## config.mk

```make
export PLATFORM = sky130hd
export DESIGN_NAME = lsu_access_ctrl
export DESIGN_NICKNAME = d
export VERILOG_FILES = /design/src/rtl/lsu_access_ctrl.sv
export SDC_FILE = /design/constraint.sdc
export NUM_CORES = 1
export LEC_CHECK = 0
export BUFFER_PORTS_ARGS = -buffer_cell sky130_fd_sc_hd__clkbuf_2
export CORE_MARGIN = 5
export CORE_UTILIZATION = 55
export CTS_CLUSTER_DIAMETER = 100
export CTS_CLUSTER_SIZE = 8
export DETAILED_ROUTE_END_ITERATION = 6
export PLACE_DENSITY = 0.85
export SETUP_SLACK_MARGIN = 0.1
export SLEW_MARGIN = 5
export SYNTH_ARGS = -nofsm -noshare
export SYNTH_HDL_FRONTEND = slang
export SYNTH_SLANG_ARGS = --single-unit
```

## constraint.sdc

```tcl
create_clock -name clk -period 2.9 [get_ports clk]
set_input_delay 0 -clock clk [delete_from_list [all_inputs] [get_ports clk]]
set_output_delay 0 -clock clk [all_outputs]
set_load 0.02 [all_outputs]
```

## src/rtl/lsu_access_ctrl.sv

```systemverilog
// Load/store access controller for the MEM stage.
// Computes the effective address and checks its alignment. It generates store lane
// strobes and shifted data, and runs the addr_ok/data_ok bus handshake.
// Load data is registered when data_ok arrives, then extracted and extended.
// A flush either withdraws a request that the bus has not accepted, or drains an
// accepted one by discarding its response.
module lsu_access_ctrl #(
    parameter int DATA_WIDTH = 32,
    parameter int ADDR_WIDTH = 32
) (
    input  logic                      clk,
    input  logic                      resetn,
    input  logic                      flush,
    input  logic                      in_valid,
    input  logic                      in_read,
    input  logic                      in_write,
    input  logic                      in_unsigned,
    input  logic [1:0]                in_msize,
    input  logic [ADDR_WIDTH-1:0]     in_base,
    input  logic [ADDR_WIDTH-1:0]     in_offset,
    input  logic [DATA_WIDTH-1:0]     in_wdata,
    output logic                      stall,
    output logic                      out_valid,
    output logic [DATA_WIDTH-1:0]     out_rdata,
    output logic                      out_adel,
    output logic                      out_ades,
    output logic [ADDR_WIDTH-1:0]     out_badvaddr,
    output logic                      dreq_valid,
    output logic [ADDR_WIDTH-1:0]     dreq_addr,
    output logic [1:0]                dreq_size,
    output logic [DATA_WIDTH/8-1:0]   dreq_strobe,
    output logic [DATA_WIDTH-1:0]     dreq_data,
    input  logic                      dresp_addr_ok,
    input  logic                      dresp_data_ok,
    input  logic [DATA_WIDTH-1:0]     dresp_data
);

    localparam int NB = DATA_WIDTH / 8;
    localparam int LB = $clog2(NB);

    typedef enum logic [2:0] {
        ST_IDLE  = 3'd0,
        ST_REQ   = 3'd1,
        ST_WAIT  = 3'd2,
        ST_DONE  = 3'd3,
        ST_DRAIN = 3'd4
    } state_t;

    state_t                  state_q;
    logic [ADDR_WIDTH-1:0]   addr_q;
    logic [1:0]              size_q;
    logic                    rd_q;
    logic                    wr_q;
    logic                    uns_q;
    logic [DATA_WIDTH-1:0]   wdata_q;
    logic [DATA_WIDTH-1:0]   rdata_q;
    logic                    adel_q;
    logic                    ades_q;
    logic [ADDR_WIDTH-1:0]   badvaddr_q;

    logic [ADDR_WIDTH-1:0]   addr_s;
    logic                    misaligned_s;
    logic                    accept_s;
    logic [LB-1:0]           lane_q_s;

    // Shift the addressed lane down, keep (8 << size) bits and sign/zero extend.
    // A width equal to or above DATA_WIDTH leaves every bit kept (pass-through).
    function automatic logic [DATA_WIDTH-1:0] load_extract(
        input logic [DATA_WIDTH-1:0] data,
        input logic [LB-1:0]         lane,
        input logic [1:0]            size,
        input logic                  uns
    );
        logic [DATA_WIDTH-1:0] sh;
        logic [DATA_WIDTH-1:0] keep;
        logic [7:0]            w;
        logic                  sbit;
        sh   = data >> {lane, 3'b000};
        w    = 8'd8 << size;
        keep = ~({DATA_WIDTH{1'b1}} << w);
        sbit = |(sh & ({{(DATA_WIDTH-1){1'b0}}, 1'b1} << (w - 8'd1)));
        return (sh & keep) | (~keep & {DATA_WIDTH{sbit & ~uns}});
    endfunction

    // Byte enables: (2^size) ones shifted up to the lane, truncated to the bus width.
    function automatic logic [NB-1:0] store_strobe(
        input logic [1:0]    size,
        input logic [LB-1:0] lane
    );
        logic [15:0] m;
        m = (16'd1 << (5'd1 << size)) - 16'd1;
        m = m << lane;
        return m[NB-1:0];
    endfunction

    assign addr_s       = in_base + in_offset;
    assign misaligned_s = ((in_msize == 2'd3) && (DATA_WIDTH == 32)) ||
                          ((addr_s[2:0] & ((3'd1 << in_msize) - 3'd1)) != 3'd0);
    assign accept_s     = (state_q == ST_IDLE) & in_valid & (in_read | in_write) & ~flush;
    assign lane_q_s     = addr_q[LB-1:0];

    // Access sequencer: capture on accept, handshake with the bus, drain on flush.
    always_ff @(posedge clk or negedge resetn) begin
        if (!resetn) begin
            state_q    <= ST_IDLE;
            addr_q     <= {ADDR_WIDTH{1'b0}};
            size_q     <= 2'd0;
            rd_q       <= 1'b0;
            wr_q       <= 1'b0;
            uns_q      <= 1'b0;
            wdata_q    <= {DATA_WIDTH{1'b0}};
            rdata_q    <= {DATA_WIDTH{1'b0}};
            adel_q     <= 1'b0;
            ades_q     <= 1'b0;
            badvaddr_q <= {ADDR_WIDTH{1'b0}};
        end else begin
            case (state_q)
                ST_IDLE: begin
                    if (accept_s) begin
                        addr_q  <= addr_s;
                        size_q  <= in_msize;
                        rd_q    <= in_read;
                        wr_q    <= in_write;
                        uns_q   <= in_unsigned;
                        wdata_q <= in_wdata;
                        rdata_q <= {DATA_WIDTH{1'b0}};
                        if (misaligned_s) begin
                            adel_q     <= in_read;
                            ades_q     <= in_write;
                            badvaddr_q <= addr_s;
                            state_q    <= ST_DONE;
                        end else begin
                            adel_q     <= 1'b0;
                            ades_q     <= 1'b0;
                            badvaddr_q <= {ADDR_WIDTH{1'b0}};
                            state_q    <= ST_REQ;
                        end
                    end else begin
                        state_q <= ST_IDLE;
                    end
                end
                ST_REQ: begin
                    if (flush) begin
                        // An accepted request still owes a response that must be drained.
                        if (dresp_addr_ok && !dresp_data_ok) begin
                            state_q <= ST_DRAIN;
                        end else begin
                            state_q <= ST_IDLE;
                        end
                    end else if (dresp_addr_ok && dresp_data_ok) begin
                        rdata_q <= rd_q ? load_extract(dresp_data, lane_q_s, size_q, uns_q)
                                        : {DATA_WIDTH{1'b0}};
                        state_q <= ST_DONE;
                    end else if (dresp_addr_ok) begin
                        state_q <= ST_WAIT;
                    end else begin
                        state_q <= ST_REQ;
                    end
                end
                ST_WAIT: begin
                    if (dresp_data_ok) begin
                        if (flush) begin
                            state_q <= ST_IDLE;
                        end else begin
                            rdata_q <= rd_q ? load_extract(dresp_data, lane_q_s, size_q, uns_q)
                                            : {DATA_WIDTH{1'b0}};
                            state_q <= ST_DONE;
                        end
                    end else begin
                        state_q <= flush ? ST_DRAIN : ST_WAIT;
                    end
                end
                ST_DONE: begin
                    state_q <= ST_IDLE;
                end
                ST_DRAIN: begin
                    state_q <= dresp_data_ok ? ST_IDLE : ST_DRAIN;
                end
                default: begin
                    state_q <= ST_IDLE;
                end
            endcase
        end
    end

    // A flush arriving in the completion cycle kills the pulse in that same cycle.
    assign out_valid    = (state_q == ST_DONE) & ~flush;
    assign out_rdata    = rdata_q;
    assign out_adel     = adel_q & out_valid;
    assign out_ades     = ades_q & out_valid;
    assign out_badvaddr = badvaddr_q;
    assign stall        = accept_s | (state_q == ST_REQ) | (state_q == ST_WAIT) |
                          (state_q == ST_DRAIN);

    assign dreq_valid   = (state_q == ST_REQ);
    assign dreq_addr    = addr_q;
    assign dreq_size    = size_q;
    assign dreq_strobe  = wr_q ? store_strobe(size_q, lane_q_s) : {NB{1'b0}};
    assign dreq_data    = wdata_q << {lane_q_s, 3'b000};

endmodule

```

==> flow_metrics.py <==
metrics = {
    "status": {
        "outcome": "complete, no violations",
    },
    "global_route": {
        "grt_pass1_wl_mm": 41.6,
        "antenna_found_initial": 0,
        "grt_pass1_vias": 8326,
        "grt-ovfl-total": 0,
        "grtUsageTotal_pct": 29.0,
        "grt_max_degree": 81,
    },
    "critical_path": {
        "crit_required_ns": 3.25,
        "critPathMaxFanout": 32,
        "critical_path_class": "reg2reg",
        "end_kind": "flop",
        "cp.arrival_ns": 2.76,
        "cp-start-kind": "flop",
    },
    "timing": {
        "timing.final.max_slew_violations": 0,
        "period_share_pct": 83.1,
        "fin_setup_tns_ns": 0,
        "worst_slack_ns": 0.489,
        "slew_headroom_pct": 34.1,
        "finalSetupViolCount": 0,
        "max_slew.worst_pin.slew_ns": 0.983,
        "finalClockSkew_ns": 0.00693,
        "hold_viol": 0,
        "fmax_mhz": 415,
        "rsz0062_at_grt": "false",
        "fin_crit_ns": 2.41,
    },
    "clocking": {
        "cts_made_buffers": 17,
        "cts_sinks": 138,
        "cts_root_buf": "clkbuf_16",
        "cts_tree": "done",
        "clock_path_buffers": 2,
        "clk_pin_slew_ns": 0.06,
        "clk_latency_ns": 0.42,
        "htreeDepth": 4,
    },
    "synth": {
        "yosysWarnings": 0,
        "synth_top_cell_area_share_pct": 42.1,
        "synth_edf_count": 0,
        "async_flop_share_pct": 100,
        "syn_avg_cell_area_sq_um": 8.78,
        "yosys_register_bits": 138,
        "synth_cell_types": 57,
        "yosys_most_used_dff": "dfrtp_1",
        "ys_seq_area_share_pct": 42.1,
        "synth_fp_nets": 1105,
        "syn_area_sq_um": 8200,
        "synth_largest_area_cell": "dfrtp_1",
        "synth_area_leaders": "dfrtp_1 (42%), nand2_1 (10%), a22o_1 (5.3%), ha_1 (4.9%), mux2i_1 (4.4%)",
        "syn-instance-count": 934,
    },
    "power": {
        "switchingPower_mw": 4.75,
        "clkPwrFrac_pct": 20.5,
        "comb_power_share_pct": 48.2,
        "power_density_nw_per_um2": 996,
        "p_int_mw": 6.04,
        "p_total_mw": 10.8,
        "power_leakage_nw": 5.55,
        "swShare_pct": 44.0,
        "seq_power_share_pct": 31.3,
        "vdd_drop_max_uv": 640,
    },
    "route": {
        "drt_wl_total_mm": 25.8,
        "antenna_left": 0,
        "vias": 8303,
        "route.detailed.drc": 0,
        "drt_iter0_drc": 675,
        "vias_per_cell": 5.80,
        "drt-pass1-iter-count": 5,
        "post_drt_wl_per_cell_um": 18.1,
    },
    "floorplan": {
        "die-area_sq_um": 17400,
        "std_cell_rows": 44,
        "die_w_um": 132,
        "die_height_um": 132,
        "io_pins": 278,
        "initial_core_util_pct": 56.2,
        "core_sq_um": 14600,
    },
    "layout": {
        "n_antenna_cell": 0,
        "syn_to_final_growth_pct": 32.1,
        "final_common_cell": "clkbuf_2",
        "final_cell_mix": "clkbuf_2 (276), nand2_1 (223), dfrtp_1 (136)",
        "fin_area_sq_um": 10800,
        "num-fill-cells": 1060,
        "fin_nets": 1407,
        "drive_gt1_share_pct": 28.0,
    },
    "place": {
        "pre_cts_slack_ns": 0.647,
        "post_dp_cell_area_sq_um": 9730,
        "port_buffers": 277,
        "post-dp-hpwl_mm": 18.4,
        "place.gp.congestion": 0.880,
    },
    "run": {
        "drv_cap": 0,
    },
    "hold_path": {
        "hp-class": "in2reg",
    },
}
==> metrics by stage <==
stage	hold WS [ns]	util (%)	instances
floorplan	-0.296	-	934
global placement	0.0849	66.7	1350
detailed placement	0.0877	66.7	1350
CTS	0.00937	74.3	1432
global route	0.0520	74.3	1432
finish	0.0198	74.3	1432
==> metal layers <==
layer | GRT usage (%) | vias to the layer above | wire [um]
met5 | 0 | - | 0
met4 | 11.5 | 0 | 830
met3 | 7.33 | 63 | 2010
met2 | 48.4 | 410 | 12600
met1 | 36.1 | 3907 | 10400
li1 | - | 3923 | -
==> final timing paths <==
check,from,slack (ns),endpoint,depth (start not counted)
min in group asynchronous,resetn,0.19,out_rdata[22]$_DFFE_PN0P_,2
max reg2reg,state_q[0]$_DFF_PN0_,0.49,state_q[1]$_DFF_PN0_,6
min reg2reg,wdata_q[30]$_DFFE_PN0P_,0.47,wdata_q[30]$_DFFE_PN0P_,2
max in group asynchronous,resetn,1.91,dreq_addr[1]$_DFFE_PN0P_,3
max,state_q[0]$_DFF_PN0_,0.49,state_q[1]$_DFF_PN0_,6
min,dresp_data[21],0.02,out_rdata[13]$_DFFE_PN0P_,4
==> power groups by stage <==
| stage | Clock [mW] | Sequential, mW | Combinational, mW |
|---|---|---|---|
| floorplan | 0 | 3.86 | 2.81 |
| CTS | 2.22 | 3.36 | 5.17 |
| global placement | 0 | 3.34 | 4.98 |
| finish | 2.21 | 3.38 | 5.20 |
| detailed placement | 0 | 3.37 | 5.07 |
| global route | 2.31 | 3.47 | 5.62 |
==> timing repair <==
| action | in CTS | in global routing |
|---|---|---|
| hold buffers | 51 | 0 |
| gates resized for setup | 0 | 0 |
| setup buffers | 0 | 0 |
| hold endpoints to repair | 136 | 0 |
| setup endpoints to repair | 0 | 0 |
==> cell type report <==
class	instances	area (sq um)	area share [%]
Sequential cell	138	3460	31.9
Inverter	7	26.3	0.243
Tap cell	184	230	2.12
Clock buffer	23	478	4.41
Multi-Input combinational cell	727	4480	41.4
Clock inverter	8	118	1.09
Timing Repair Buffer	345	2040	18.9
==> critical path: stages, from the launching register on <==
cell and delay, ns:
dfrtp_1 0.48, nor3_2 0.32, nand2_4 0.26, or3_1 0.46
buf_4 0.19, o31ai_1 0.06, dlygate4sd3_1 0.57
==> state kept, by name, summed over array words and instances (netlist names) <==
register / flops
rd_q: 1
adel_q: 1
wdata_q: 32
wr_q: 1
state_q: 3
out_badvaddr: 32
out_rdata: 32
dreq_addr: 32
uns_q: 1
dreq_size: 2
ades_q: 1
==> synthesized netlist by cell type (2+ instances only) <==
master,number
nor2b_1,19
a2111oi_0,7
a22oi_1,3
o21ai_0,57
inv_1,7
dfrtp_1,138
and4_1,2
and3_1,4
nand4_1,12
o31ai_1,6
o21ai_1,5
and2_1,16
o21a_1,9
a31oi_1,5
buf_1,8
ha_1,32
nand2_1,223
xnor2_1,20
o211ai_1,5
buf_2,12
a21o_1,12
xor2_1,10
o21bai_1,3
clkbuf_1,42
mux2_2,13
a21oi_1,70
a21boi_0,2
nor3_2,2
a211oi_1,20
or2_2,3
nand3_1,10
nor3_1,8
nand2b_1,4
a22o_1,50
mux2i_1,36
nor2_1,38
==> logic make-up after synthesis <==
kind of cell | after synthesis | share of synthesized area [%]
XOR/XNOR | 30 | 3.20
multiplexers | 49 | 6.18
AO/OA/AOI/OAI | 268 | 21.7
adder cells (fa/ha/maj) | 32 | 4.88
flip-flops | 138 | 42.1
buffers and inverters | 69 | 3.34
AND/OR/NAND/NOR | 348 | 18.6
(Power assumes the default switching activity.)
